===== src/rtl/writeback_stage_pkg.sv =====
// Shared types for the writeback stage: register index, data word,
// result-source selector and the registered commit record.
package writeback_stage_pkg;

    localparam int NUM_REGISTERS = 32;
    localparam int REG_IDX_W     = 5;
    localparam int DATA_W        = 32;

    typedef logic [REG_IDX_W-1:0] t_register_index;
    typedef logic [DATA_W-1:0]    t_data;

    typedef enum logic {
        WB_SRC_ALU  = 1'b0,
        WB_SRC_LOAD = 1'b1
    } t_wb_source;

    // Busy bit as seen by a consumer: a register committing this cycle is
    // already forwardable, and x0 is never busy.
    function automatic logic query_busy(
        input logic [NUM_REGISTERS-1:0] busy,
        input t_register_index          idx,
        input logic                     commit_en,
        input t_register_index          commit_idx
    );
        return busy[idx] && !(commit_en && (commit_idx == idx)) && (idx != '0);
    endfunction

endpackage


===== src/rtl/writeback_stage_if.sv =====
// Handshake and register-file bus of the writeback stage. The master side
// is the surrounding pipeline (issue, ALU, load unit, register file); the
// slave side is writeback_stage itself.
interface writeback_stage_if;
    import writeback_stage_pkg::*;

    // Issue reservation
    logic            i_issue_valid;
    t_register_index i_issue_rd;
    logic            o_issue_ready;

    // Hazard query
    t_register_index i_query_idx1;
    t_register_index i_query_idx2;
    logic            o_query_busy1;
    logic            o_query_busy2;

    // ALU result
    logic            i_alu_valid;
    t_register_index i_alu_rd;
    t_data           i_alu_data;
    logic            o_alu_ready;

    // Load result
    logic            i_load_valid;
    t_register_index i_load_rd;
    t_data           i_load_data;
    logic            o_load_ready;

    // Register file write port and forwarding bus
    logic            o_rf_write_enable;
    t_register_index o_rf_register_idx;
    t_data           o_rf_data;
    logic            o_fwd_valid;
    t_register_index o_fwd_idx;
    t_data           o_fwd_data;

    logic            o_unexpected;

    modport master (
        output i_issue_valid, i_issue_rd,
        input  o_issue_ready,
        output i_query_idx1, i_query_idx2,
        input  o_query_busy1, o_query_busy2,
        output i_alu_valid, i_alu_rd, i_alu_data,
        input  o_alu_ready,
        output i_load_valid, i_load_rd, i_load_data,
        input  o_load_ready,
        input  o_rf_write_enable, o_rf_register_idx, o_rf_data,
        input  o_fwd_valid, o_fwd_idx, o_fwd_data,
        input  o_unexpected
    );

    modport slave (
        input  i_issue_valid, i_issue_rd,
        output o_issue_ready,
        input  i_query_idx1, i_query_idx2,
        output o_query_busy1, o_query_busy2,
        input  i_alu_valid, i_alu_rd, i_alu_data,
        output o_alu_ready,
        input  i_load_valid, i_load_rd, i_load_data,
        output o_load_ready,
        output o_rf_write_enable, o_rf_register_idx, o_rf_data,
        output o_fwd_valid, o_fwd_idx, o_fwd_data,
        output o_unexpected
    );

endinterface


===== src/rtl/writeback_stage_wb_arbiter.sv =====
// Two-way arbiter between the ALU and the load unit. Round-robin on
// contention when RR_ENABLE is set, otherwise the load unit always wins.
// Each ready depends only on the other source's valid.
module wb_arbiter
    import writeback_stage_pkg::*;
#(
    parameter bit RR_ENABLE = 1'b1
) (
    input  logic       i_clk,
    input  logic       i_rst_n,
    input  logic       i_alu_valid,
    input  logic       i_load_valid,
    output logic       o_alu_ready,
    output logic       o_load_ready,
    output logic       o_grant_valid,
    output t_wb_source o_grant
);

    // Source that wins the next contention cycle
    t_wb_source prio_src;
    logic       alu_wins_tie;
    logic       contention;

    // Tie-break decision and per-source readies
    always_comb begin
        // NOTE: every output of a combinational block gets a value on every
        // path; here each is assigned unconditionally, so no latch can form.
        alu_wins_tie  = RR_ENABLE ? (prio_src == WB_SRC_ALU) : 1'b0;
        contention    = i_alu_valid && i_load_valid;
        o_alu_ready   = !i_load_valid || alu_wins_tie;
        o_load_ready  = !i_alu_valid  || !alu_wins_tie;
        o_grant_valid = (i_alu_valid && o_alu_ready) || (i_load_valid && o_load_ready);
        o_grant       = (i_load_valid && o_load_ready) ? WB_SRC_LOAD : WB_SRC_ALU;
    end

    // Round-robin pointer: moves only when both sources competed
    always_ff @(posedge i_clk or negedge i_rst_n) begin
        // NOTE: state registers use non-blocking assignment so every flop
        // samples pre-edge values regardless of block ordering.
        if (!i_rst_n) begin
            prio_src <= WB_SRC_ALU;
        end else if (contention) begin
            prio_src <= alu_wins_tie ? WB_SRC_LOAD : WB_SRC_ALU;
        end
    end

endmodule


===== src/rtl/writeback_stage.sv =====
// Writeback stage: arbitrates ALU/load results onto the single register
// file write port with one cycle of latency, tracks pending writes per
// register for hazard detection, and mirrors the write as a forwarding bus.
module writeback_stage
    import writeback_stage_pkg::*;
#(
    parameter bit RR_ENABLE = 1'b1
) (
    input logic               i_clk,
    input logic               i_rst_n,
    writeback_stage_if.slave  wb
);

    logic                     alu_ready;
    logic                     load_ready;
    logic                     grant_valid;
    t_wb_source               grant;

    t_register_index          acc_rd;
    t_data                    acc_data;
    logic                     acc_write;
    logic                     issue_ready;
    logic                     issue_fire;

    logic [NUM_REGISTERS-1:0] busy;
    logic [NUM_REGISTERS-1:0] busy_next;
    logic                     rf_we;
    t_register_index          rf_idx;
    t_data                    rf_data;
    logic                     unexpected;

    wb_arbiter #(
        .RR_ENABLE (RR_ENABLE)
    ) u_arbiter (
        .i_clk         (i_clk),
        .i_rst_n       (i_rst_n),
        .i_alu_valid   (wb.i_alu_valid),
        .i_load_valid  (wb.i_load_valid),
        .o_alu_ready   (alu_ready),
        .o_load_ready  (load_ready),
        .o_grant_valid (grant_valid),
        .o_grant       (grant)
    );

    // Select the accepted result and decide whether it produces a write
    always_comb begin
        acc_rd      = (grant == WB_SRC_LOAD) ? wb.i_load_rd   : wb.i_alu_rd;
        acc_data    = (grant == WB_SRC_LOAD) ? wb.i_load_data : wb.i_alu_data;
        acc_write   = grant_valid && (acc_rd != '0);
        issue_ready = !busy[wb.i_issue_rd] || (wb.i_issue_rd == '0);
        issue_fire  = wb.i_issue_valid && issue_ready && (wb.i_issue_rd != '0);
    end

    // Scoreboard update: commit clears, issue sets; set is applied last so it wins
    always_comb begin
        busy_next = busy;
        if (rf_we) begin
            busy_next[rf_idx] = 1'b0;
        end
        if (issue_fire) begin
            busy_next[wb.i_issue_rd] = 1'b1;
        end
    end

    // Pending-write scoreboard
    always_ff @(posedge i_clk or negedge i_rst_n) begin
        // NOTE: the busy vector is reset even though it looks like storage:
        // a stale bit after reset would stall issue forever.
        if (!i_rst_n) begin
            busy <= '0;
        end else begin
            busy <= busy_next;
        end
    end

    // Commit register: one accepted result per cycle, x0 writes dropped
    always_ff @(posedge i_clk or negedge i_rst_n) begin
        if (!i_rst_n) begin
            rf_we   <= 1'b0;
            rf_idx  <= '0;
            rf_data <= '0;
        end else begin
            rf_we <= acc_write;
            if (acc_write) begin
                rf_idx  <= acc_rd;
                rf_data <= acc_data;
            end
        end
    end

    // Sticky flag for a result whose destination was never reserved
    always_ff @(posedge i_clk or negedge i_rst_n) begin
        if (!i_rst_n) begin
            unexpected <= 1'b0;
        end else if (acc_write && !busy[acc_rd]) begin
            unexpected <= 1'b1;
        end
    end

    assign wb.o_issue_ready     = issue_ready;
    assign wb.o_alu_ready       = alu_ready;
    assign wb.o_load_ready      = load_ready;
    assign wb.o_query_busy1     = query_busy(busy, wb.i_query_idx1, rf_we, rf_idx);
    assign wb.o_query_busy2     = query_busy(busy, wb.i_query_idx2, rf_we, rf_idx);
    assign wb.o_rf_write_enable = rf_we;
    assign wb.o_rf_register_idx = rf_idx;
    assign wb.o_rf_data         = rf_data;
    assign wb.o_fwd_valid       = rf_we;
    assign wb.o_fwd_idx         = rf_idx;
    assign wb.o_fwd_data        = rf_data;
    assign wb.o_unexpected      = unexpected;

endmodule


===== src/flat_wrapper.sv =====
// flat-port wrapper written by rule: the top's interface ports become plain ports
module writeback_stage_flat import writeback_stage_pkg::*;
#(
    parameter bit RR_ENABLE = 1'b1
)
  (i_clk, i_rst_n, wb_i_issue_valid, wb_i_issue_rd, wb_o_issue_ready, wb_i_query_idx1, wb_i_query_idx2, wb_o_query_busy1, wb_o_query_busy2, wb_i_alu_valid, wb_i_alu_rd, wb_i_alu_data, wb_o_alu_ready, wb_i_load_valid, wb_i_load_rd, wb_i_load_data, wb_o_load_ready, wb_o_rf_write_enable, wb_o_rf_register_idx, wb_o_rf_data, wb_o_fwd_valid, wb_o_fwd_idx, wb_o_fwd_data, wb_o_unexpected);
  writeback_stage_if wb_i ();
  input logic i_clk;
  input logic i_rst_n;
  input wire logic [$bits(wb_i.i_issue_valid)-1:0] wb_i_issue_valid;
  input wire logic [$bits(wb_i.i_issue_rd)-1:0] wb_i_issue_rd;
  output wire logic [$bits(wb_i.o_issue_ready)-1:0] wb_o_issue_ready;
  input wire logic [$bits(wb_i.i_query_idx1)-1:0] wb_i_query_idx1;
  input wire logic [$bits(wb_i.i_query_idx2)-1:0] wb_i_query_idx2;
  output wire logic [$bits(wb_i.o_query_busy1)-1:0] wb_o_query_busy1;
  output wire logic [$bits(wb_i.o_query_busy2)-1:0] wb_o_query_busy2;
  input wire logic [$bits(wb_i.i_alu_valid)-1:0] wb_i_alu_valid;
  input wire logic [$bits(wb_i.i_alu_rd)-1:0] wb_i_alu_rd;
  input wire logic [$bits(wb_i.i_alu_data)-1:0] wb_i_alu_data;
  output wire logic [$bits(wb_i.o_alu_ready)-1:0] wb_o_alu_ready;
  input wire logic [$bits(wb_i.i_load_valid)-1:0] wb_i_load_valid;
  input wire logic [$bits(wb_i.i_load_rd)-1:0] wb_i_load_rd;
  input wire logic [$bits(wb_i.i_load_data)-1:0] wb_i_load_data;
  output wire logic [$bits(wb_i.o_load_ready)-1:0] wb_o_load_ready;
  output wire logic [$bits(wb_i.o_rf_write_enable)-1:0] wb_o_rf_write_enable;
  output wire logic [$bits(wb_i.o_rf_register_idx)-1:0] wb_o_rf_register_idx;
  output wire logic [$bits(wb_i.o_rf_data)-1:0] wb_o_rf_data;
  output wire logic [$bits(wb_i.o_fwd_valid)-1:0] wb_o_fwd_valid;
  output wire logic [$bits(wb_i.o_fwd_idx)-1:0] wb_o_fwd_idx;
  output wire logic [$bits(wb_i.o_fwd_data)-1:0] wb_o_fwd_data;
  output wire logic [$bits(wb_i.o_unexpected)-1:0] wb_o_unexpected;
  assign wb_i.i_issue_valid = wb_i_issue_valid;
  assign wb_i.i_issue_rd = wb_i_issue_rd;
  assign wb_o_issue_ready = wb_i.o_issue_ready;
  assign wb_i.i_query_idx1 = wb_i_query_idx1;
  assign wb_i.i_query_idx2 = wb_i_query_idx2;
  assign wb_o_query_busy1 = wb_i.o_query_busy1;
  assign wb_o_query_busy2 = wb_i.o_query_busy2;
  assign wb_i.i_alu_valid = wb_i_alu_valid;
  assign wb_i.i_alu_rd = wb_i_alu_rd;
  assign wb_i.i_alu_data = wb_i_alu_data;
  assign wb_o_alu_ready = wb_i.o_alu_ready;
  assign wb_i.i_load_valid = wb_i_load_valid;
  assign wb_i.i_load_rd = wb_i_load_rd;
  assign wb_i.i_load_data = wb_i_load_data;
  assign wb_o_load_ready = wb_i.o_load_ready;
  assign wb_o_rf_write_enable = wb_i.o_rf_write_enable;
  assign wb_o_rf_register_idx = wb_i.o_rf_register_idx;
  assign wb_o_rf_data = wb_i.o_rf_data;
  assign wb_o_fwd_valid = wb_i.o_fwd_valid;
  assign wb_o_fwd_idx = wb_i.o_fwd_idx;
  assign wb_o_fwd_data = wb_i.o_fwd_data;
  assign wb_o_unexpected = wb_i.o_unexpected;
  writeback_stage #(.RR_ENABLE(RR_ENABLE)) u_core (.i_clk(i_clk), .i_rst_n(i_rst_n), .wb(wb_i));
endmodule

===== config.mk =====
export PLATFORM = sky130hd
export DESIGN_NAME = writeback_stage_flat
export DESIGN_NICKNAME = d
export VERILOG_FILES = /design/src/rtl/writeback_stage_pkg.sv /design/src/rtl/writeback_stage_if.sv /design/src/rtl/writeback_stage_wb_arbiter.sv /design/src/rtl/writeback_stage.sv /design/src/flat_wrapper.sv
export SDC_FILE = /design/constraint.sdc
export NUM_CORES = 1
export LEC_CHECK = 0
export CAP_MARGIN = 20
export CORE_MARGIN = 2
export CORE_UTILIZATION = 38
export CTS_CLUSTER_SIZE = 8
export DETAILED_ROUTE_END_ITERATION = 8
export PLACE_DENSITY_LB_ADDON = 0.1
export SLEW_MARGIN = 10
export SYNTH_ARGS = -nofsm -noshare
export SYNTH_HDL_FRONTEND = slang
export SYNTH_SLANG_ARGS = --single-unit

===== constraint.sdc =====
create_clock -name i_clk -period 3.3 [get_ports i_clk]
set_input_delay 0.825 -clock i_clk [delete_from_list [all_inputs] [get_ports i_clk]]
set_output_delay 0.825 -clock i_clk [all_outputs]
set_load 0.03 [all_outputs]

* Word level (Yosys, flattened, before mapping) *
Cells that the tools add are included.

storage, ports and cells
  bits in registers = 72
  RAM bits = 0
  output and inout port bits = 82
  logic and storage cells = 67
  input port bits = 94
  memories = 0
  bits in latches = 0
  bits in read-only memories = 0

operators by class
  shift-type cells = 0
  bitwise operators = 4
  order comparisons = 7
  multiplexer cells = 18
  equality and inequality tests = 2
  div/mod/pow operators = 0
  reductions and logical operators = 30
  $add $sub $neg = 0
  multiply operators = 0

operator list
  cell                                                                                  number
  32-bit two-way mux                                                                    3
  32-bit AND                                                                            1
  32-bit NOT                                                                            1
  32-bit OR                                                                             1
  5-bit by 6-bit < comparator with 1-bit output (second input constant)                 5
  1-bit binary-select mux with 5-bit select                                             4
  5-bit nonzero test                                                                    4
  1-bit logical AND                                                                     15
  1-bit demux with 5-bit select                                                         2
  5-bit equality test                                                                   2
  5-bit by 1-bit greater-or-equal comparator with 1-bit output (second input constant)  2
  1-bit two-way mux                                                                     8
  1-bit zero test                                                                       6
  5-bit zero test                                                                       1
  5-bit two-way mux                                                                     1
  1-bit logical OR                                                                      4
  1-bit NOT                                                                             1

* Longest topological paths before layout *
Gate-level depths: netlist of the first run.

  depth after elaboration = 9
  mapped depth = 8
  depth with buffers taken out = 7

* Modules after synthesis *
Synthesis of the first run repeated with hierarchy kept, for this count alone.

unflattened totals
  cell total of the unflattened synthesis = 473
  area total of the unflattened synthesis = 4782.1 um2

by module, submodules not included
  module           times used  area each (um2)  cells each  sequential area each (um2)
  writeback_stage  1           4712.0           466         1776.7
  wb_arbiter       1           70.1             7           25.0

* Worst setup path after synthesis of the first run *
Ideal clock, no wire load.

  path kind = input port to output port
  from = input wb_i_query_idx2[1]
  to = output wb_o_query_busy2
  slack = -0.043 ns
  data required time = 2.475 ns
  stages on the path = 7
  arrival = 2.518 ns
  cell sequence = clkbuf_1 -> mux2_2 -> nand2_1 -> a21oi_1 -> a21oi_1 -> mux4_2 -> a31oi_1

on the way
  longest elaborated chain between the ends = 5
  elaborated cells on any way between the ends = 8

ends and longest elaborated chain
  item                                                                                               line                       source
  from (decl)                                                                                        flat_wrapper.sv:14         input wire logic [$bits(wb_i.i_query_idx2)-1:0] wb_i_query_idx2;
  parallel branches: the longest is 4 deep, another holds 1-bit binary-select mux with 5-bit select  -
  1-bit logical AND *                                                                                writeback_stage_pkg.sv:25  return busy[idx] && !(commit_en && (commit_idx == idx)) && (idx != '0);
  to (decl)                                                                                          flat_wrapper.sv:16         output wire logic [$bits(wb_i.o_query_busy2)-1:0] wb_o_query_busy2;

Every way passes the cells marked *. The select of a mux whose other input is x is not followed.

* Worst setup path after layout of the first run *
  from = input wb_i_issue_rd[1]
  to = output wb_o_issue_ready

on the way
  longest elaborated chain between the ends = 4
  elaborated cells on any way between the ends = 5

ends and longest elaborated chain
  item                                       line                   source
  from (decl)                                flat_wrapper.sv:11     input wire logic [$bits(wb_i.i_issue_rd)-1:0] wb_i_issue_rd;
  1-bit binary-select mux with 5-bit select  writeback_stage.sv:50  issue_ready = !busy[wb.i_issue_rd] || (wb.i_issue_rd == '0);
  1-bit two-way mux (implied by the code)    writeback_stage.sv:50
  1-bit zero test                            writeback_stage.sv:50
  1-bit logical OR *                         writeback_stage.sv:50
  to (decl)                                  flat_wrapper.sv:12     output wire logic [$bits(wb_i.o_issue_ready)-1:0] wb_o_issue_ready;

Every way passes the cells marked *; elsewhere a longest branch is shown, timed or not. The select of a mux whose other input is x is not followed.

==> out/metrics.yaml, run 1 <==
status:
  status: "completed"
sta:
  skew_ns: 0.006981
  finalCriticalPeriod_ns: 3.256
  period_share_pct: 98.67
  setup_viol: 0
  slew_headroom_pct: 55.44
  tightest_slew_ns: 0.6684
  fin_ws_ns: 0.04377
  clock.fmax_mhz: 307.1
  drv_slew: 0
  hold_viol: 0
final_layout:
  antenna_cells: 0
  nNetsFinal: 785
  final_area_sq_um: 7392
  layout_commonest_cell: "clkdlybuf4s50_1"
  area_delta_synth_final_pct: 46.60
  instances_no_fill: 872
  drive_gt1_share_pct: 21.12
  nFillCells: 1132
  mostFrequentLayoutCells: "159 x clkdlybuf4s50_1, 74 x nand2_1, 72 x dfrtp_1, 52 x buf_4, 49 x o21ai_0"
  utilization_pct: 56.49
power:
  leakage_nw: 2.945
  power.density_nw_per_um2: 809.7
  vdd_drop_max_v: 0.0005026
detailed_routing:
  drc: 0
  ant_nets: 0
  viasPerCell: 5.664
  post_drt_wl_per_cell_microns: 20.95
  dr.pass1.iters: 4
  vias: 4939
  wirelength_microns: 18270
  drt_iter0_drc: 315
grt:
  grt_start_max_net_pins: 47
  grt_usage_pct: 26.30
  grt_pass1_vias: 4928
  grt_pass1_wl_microns: 28410
  grt_util_met3_pct: 5.651
  grt.busiest_layer: "met2"
  gr-usage-met1_pct: 32.25
  grtUsageMet2_pct: 44.50
  antenna_found_initial: 0
  overflow: 0
synthesis:
  ys_seq_area_share_pct: 35.73
  synth_nets: 619
  yosysTopAreaCellShare_pct: 35.73
  yosysWarnings: 0
  synth_edf_count: 0
  synth_area_leaders: "dfrtp_1 36%, mux4_2 13%, buf_4 5.7%, nand2_1 5.5%, o21ai_0 4.9%"
  postSynthCellCount: 525
  synth_cell_types: 53
  avgSynthCellArea_sq_um: 9.604
  netlist.top_cell.by_area: "dfrtp_1"
  ys.flop_type: "dfrtp_1"
  ys_ff_latch: 72
  ys_async_sr_fraction_pct: 100.0
  netlist_area_sq_um: 5042
placed_design:
  dpl_cell_area_sq_um: 6969
  post-place-cells: 850
  portBuffers: 175
  dp_worst_setup_slack_ns: -0.4200
  gp_congestion: 0.9264
  dp_hpwl_microns: 13120
clocking:
  clock-sinks: 72
  ctsHoldBuffers: 0
  numCtsBuffers: 9
  clockRootBuffer: "clkbuf_16"
  htree_levels: 3
  clk_latency_ns: 0.34
  cts.clk_slew.worst_paths_ns: 0.06
  clock_path_buffers: 2
  cts_tree: "built"
floorplanning:
  initial_core_util_pct: 38.54
  row_count: 42
  die_x_microns: 119.2
  coreArea_sq_um: 13090
  dieArea_sq_um: 14210
  ios: 176
  die_h_microns: 119.2
setup_path:
  cp-end-kind: "output pin"
  arrival_ns: 2.43
  worstSetupStartpointType: "input port"
  critical_path_class: "input port to output pin"
  cp.required_ns: 2.47
  worstPathMaxFanout: 7
min_path:
  hold_class: "input port to asynchronous set/reset pin"
flow_run:
  maxCapViolations: 0
==> critical path: stages <==
cell and delay [ns]:
clkdlybuf4s15_1 0.37, mux4_1 0.34, and2b_4 0.19, a31oi_4 0.18, nand4_4 0.12, o32ai_2 0.14
buf_4 0.16, buf_12 0.11
==> path summary, 6_finish.rpt <==
kind / from / to / slack, ns / cells past startpoint
max: wb_i_issue_rd[1] / wb_o_issue_ready / 0.04 / 8
min: i_rst_n / u_core.wb.o_fwd_data[9]$_DFFE_PN0P_ / 0.51 / 1
max reg2reg: u_core.busy[29]$_DFF_PN0_ / u_core.busy[30]$_DFF_PN0_ / 0.54 / 9
min reg2reg: u_core.u_arbiter.prio_src$_DFFE_PN0P_ / u_core.u_arbiter.prio_src$_DFFE_PN0P_ / 0.51 / 1
max in group asynchronous: i_rst_n / u_core.busy[19]$_DFF_PN0_ / 2.07 / 2
min in group i_clk: u_core.u_arbiter.prio_src$_DFFE_PN0P_ / u_core.u_arbiter.prio_src$_DFFE_PN0P_ / 0.51 / 1
==> sequential cells by signal, indices dropped and copies added (netlist names) <==
register,count
u_core.wb.o_fwd_idx,5
u_core.busy,32
u_core.wb.o_fwd_data,32
u_core.wb.o_fwd_valid,1
u_core.u_arbiter.prio_src,1
u_core.wb.o_unexpected,1
==> routing by layer <==
layer | share of wire, % | routed length (microns) | vias to the layer above
met5 | 0 | 0 | -
li1 | - | - | 2224
met2 | 48 | 8827 | 271
met1 | 40 | 7326 | 2399
met4 | 3.2 | 577 | 0
met3 | 8.4 | 1535 | 45
==> metrics by stage <==
step                      setup TNS (ns)  power [mW]  hold WS (ns)
after floorplan                        0       3.670        0.4670
after global placement            -5.172       4.851        0.4839
after detailed placement          -5.943       4.915        0.5050
after CTS                              0       5.969        0.5119
after global routing           -0.008203       6.259        0.5381
final                                  0       5.986        0.5080
==> cell type report <==
type / instances / area, sq um / share of cell area [%]
clock inverters: 3 / 40.04 / 0.5416
flip-flops and latches: 72 / 1802 / 24.37
well taps: 176 / 220.2 / 2.979
inverters: 7 / 26.28 / 0.3555
repair buffers: 232 / 2233 / 30.21
clock buffers: 13 / 260.3 / 3.521
multi-input cells: 369 / 2810 / 38.02
==> kinds of logic after synthesis <==
kind of cell,count (synthesis),share of synthesized area [%]
AOI/OAI and AO/OA,138,17.20
and+or+nand+nor,169,15.96
buffers and inverters,84,10.15
DFF,72,35.73
muxes,51,19.06
xor gates and xnor gates,11,1.911
==> synthesized netlist by cell type, drive strengths merged (2+ instances only) <==
cell type  number
a221oi          4
nor4b           2
mux4           34
o22ai           4
xnor2           3
nand4b          2
nor2           48
nand2          74
xor2            8
a31oi          39
a211oi          5
buf            57
clkbuf         20
nor3            2
or3             3
a21oi           8
mux2i          12
nand3b          9
nor4            2
inv             7
or4b            2
mux2            5
o21a            3
o21ai          65
dfrtp          72
nor2b           9
nand3           6
or2b            2
nor3b           2
a2111oi         2
or3b            2
==> where the power goes <==
group / switching (mW) / internal (mW) / total (mW)
Sequential: 0.685 / 1.24 / 1.92
Clock: 0.370 / 0.624 / 0.994
Combinational: 1.58 / 1.49 / 3.07
==> what timing repair did <==
action,in CTS,in global routing
pin swaps,4,2
setup endpoints to repair,3,2
buffers inserted,3,3
resized for setup,31,13
cloned,1,0
Power figures use the tool's default switching activity.
==> run 2, diff against run 1 <==
--- a/config.mk
+++ b/config.mk
@@ -5,6 +5,7 @@
 export SDC_FILE = /design/constraint.sdc
 export NUM_CORES = 1
 export LEC_CHECK = 0
+export ABC_CLOCK_PERIOD_IN_PS = 3300
 export CAP_MARGIN = 20
 export CORE_MARGIN = 2
 export CORE_UTILIZATION = 38
==> results of run 2 <==
Same layout as run 1: the final DEF is identical, and so are final timing and power.
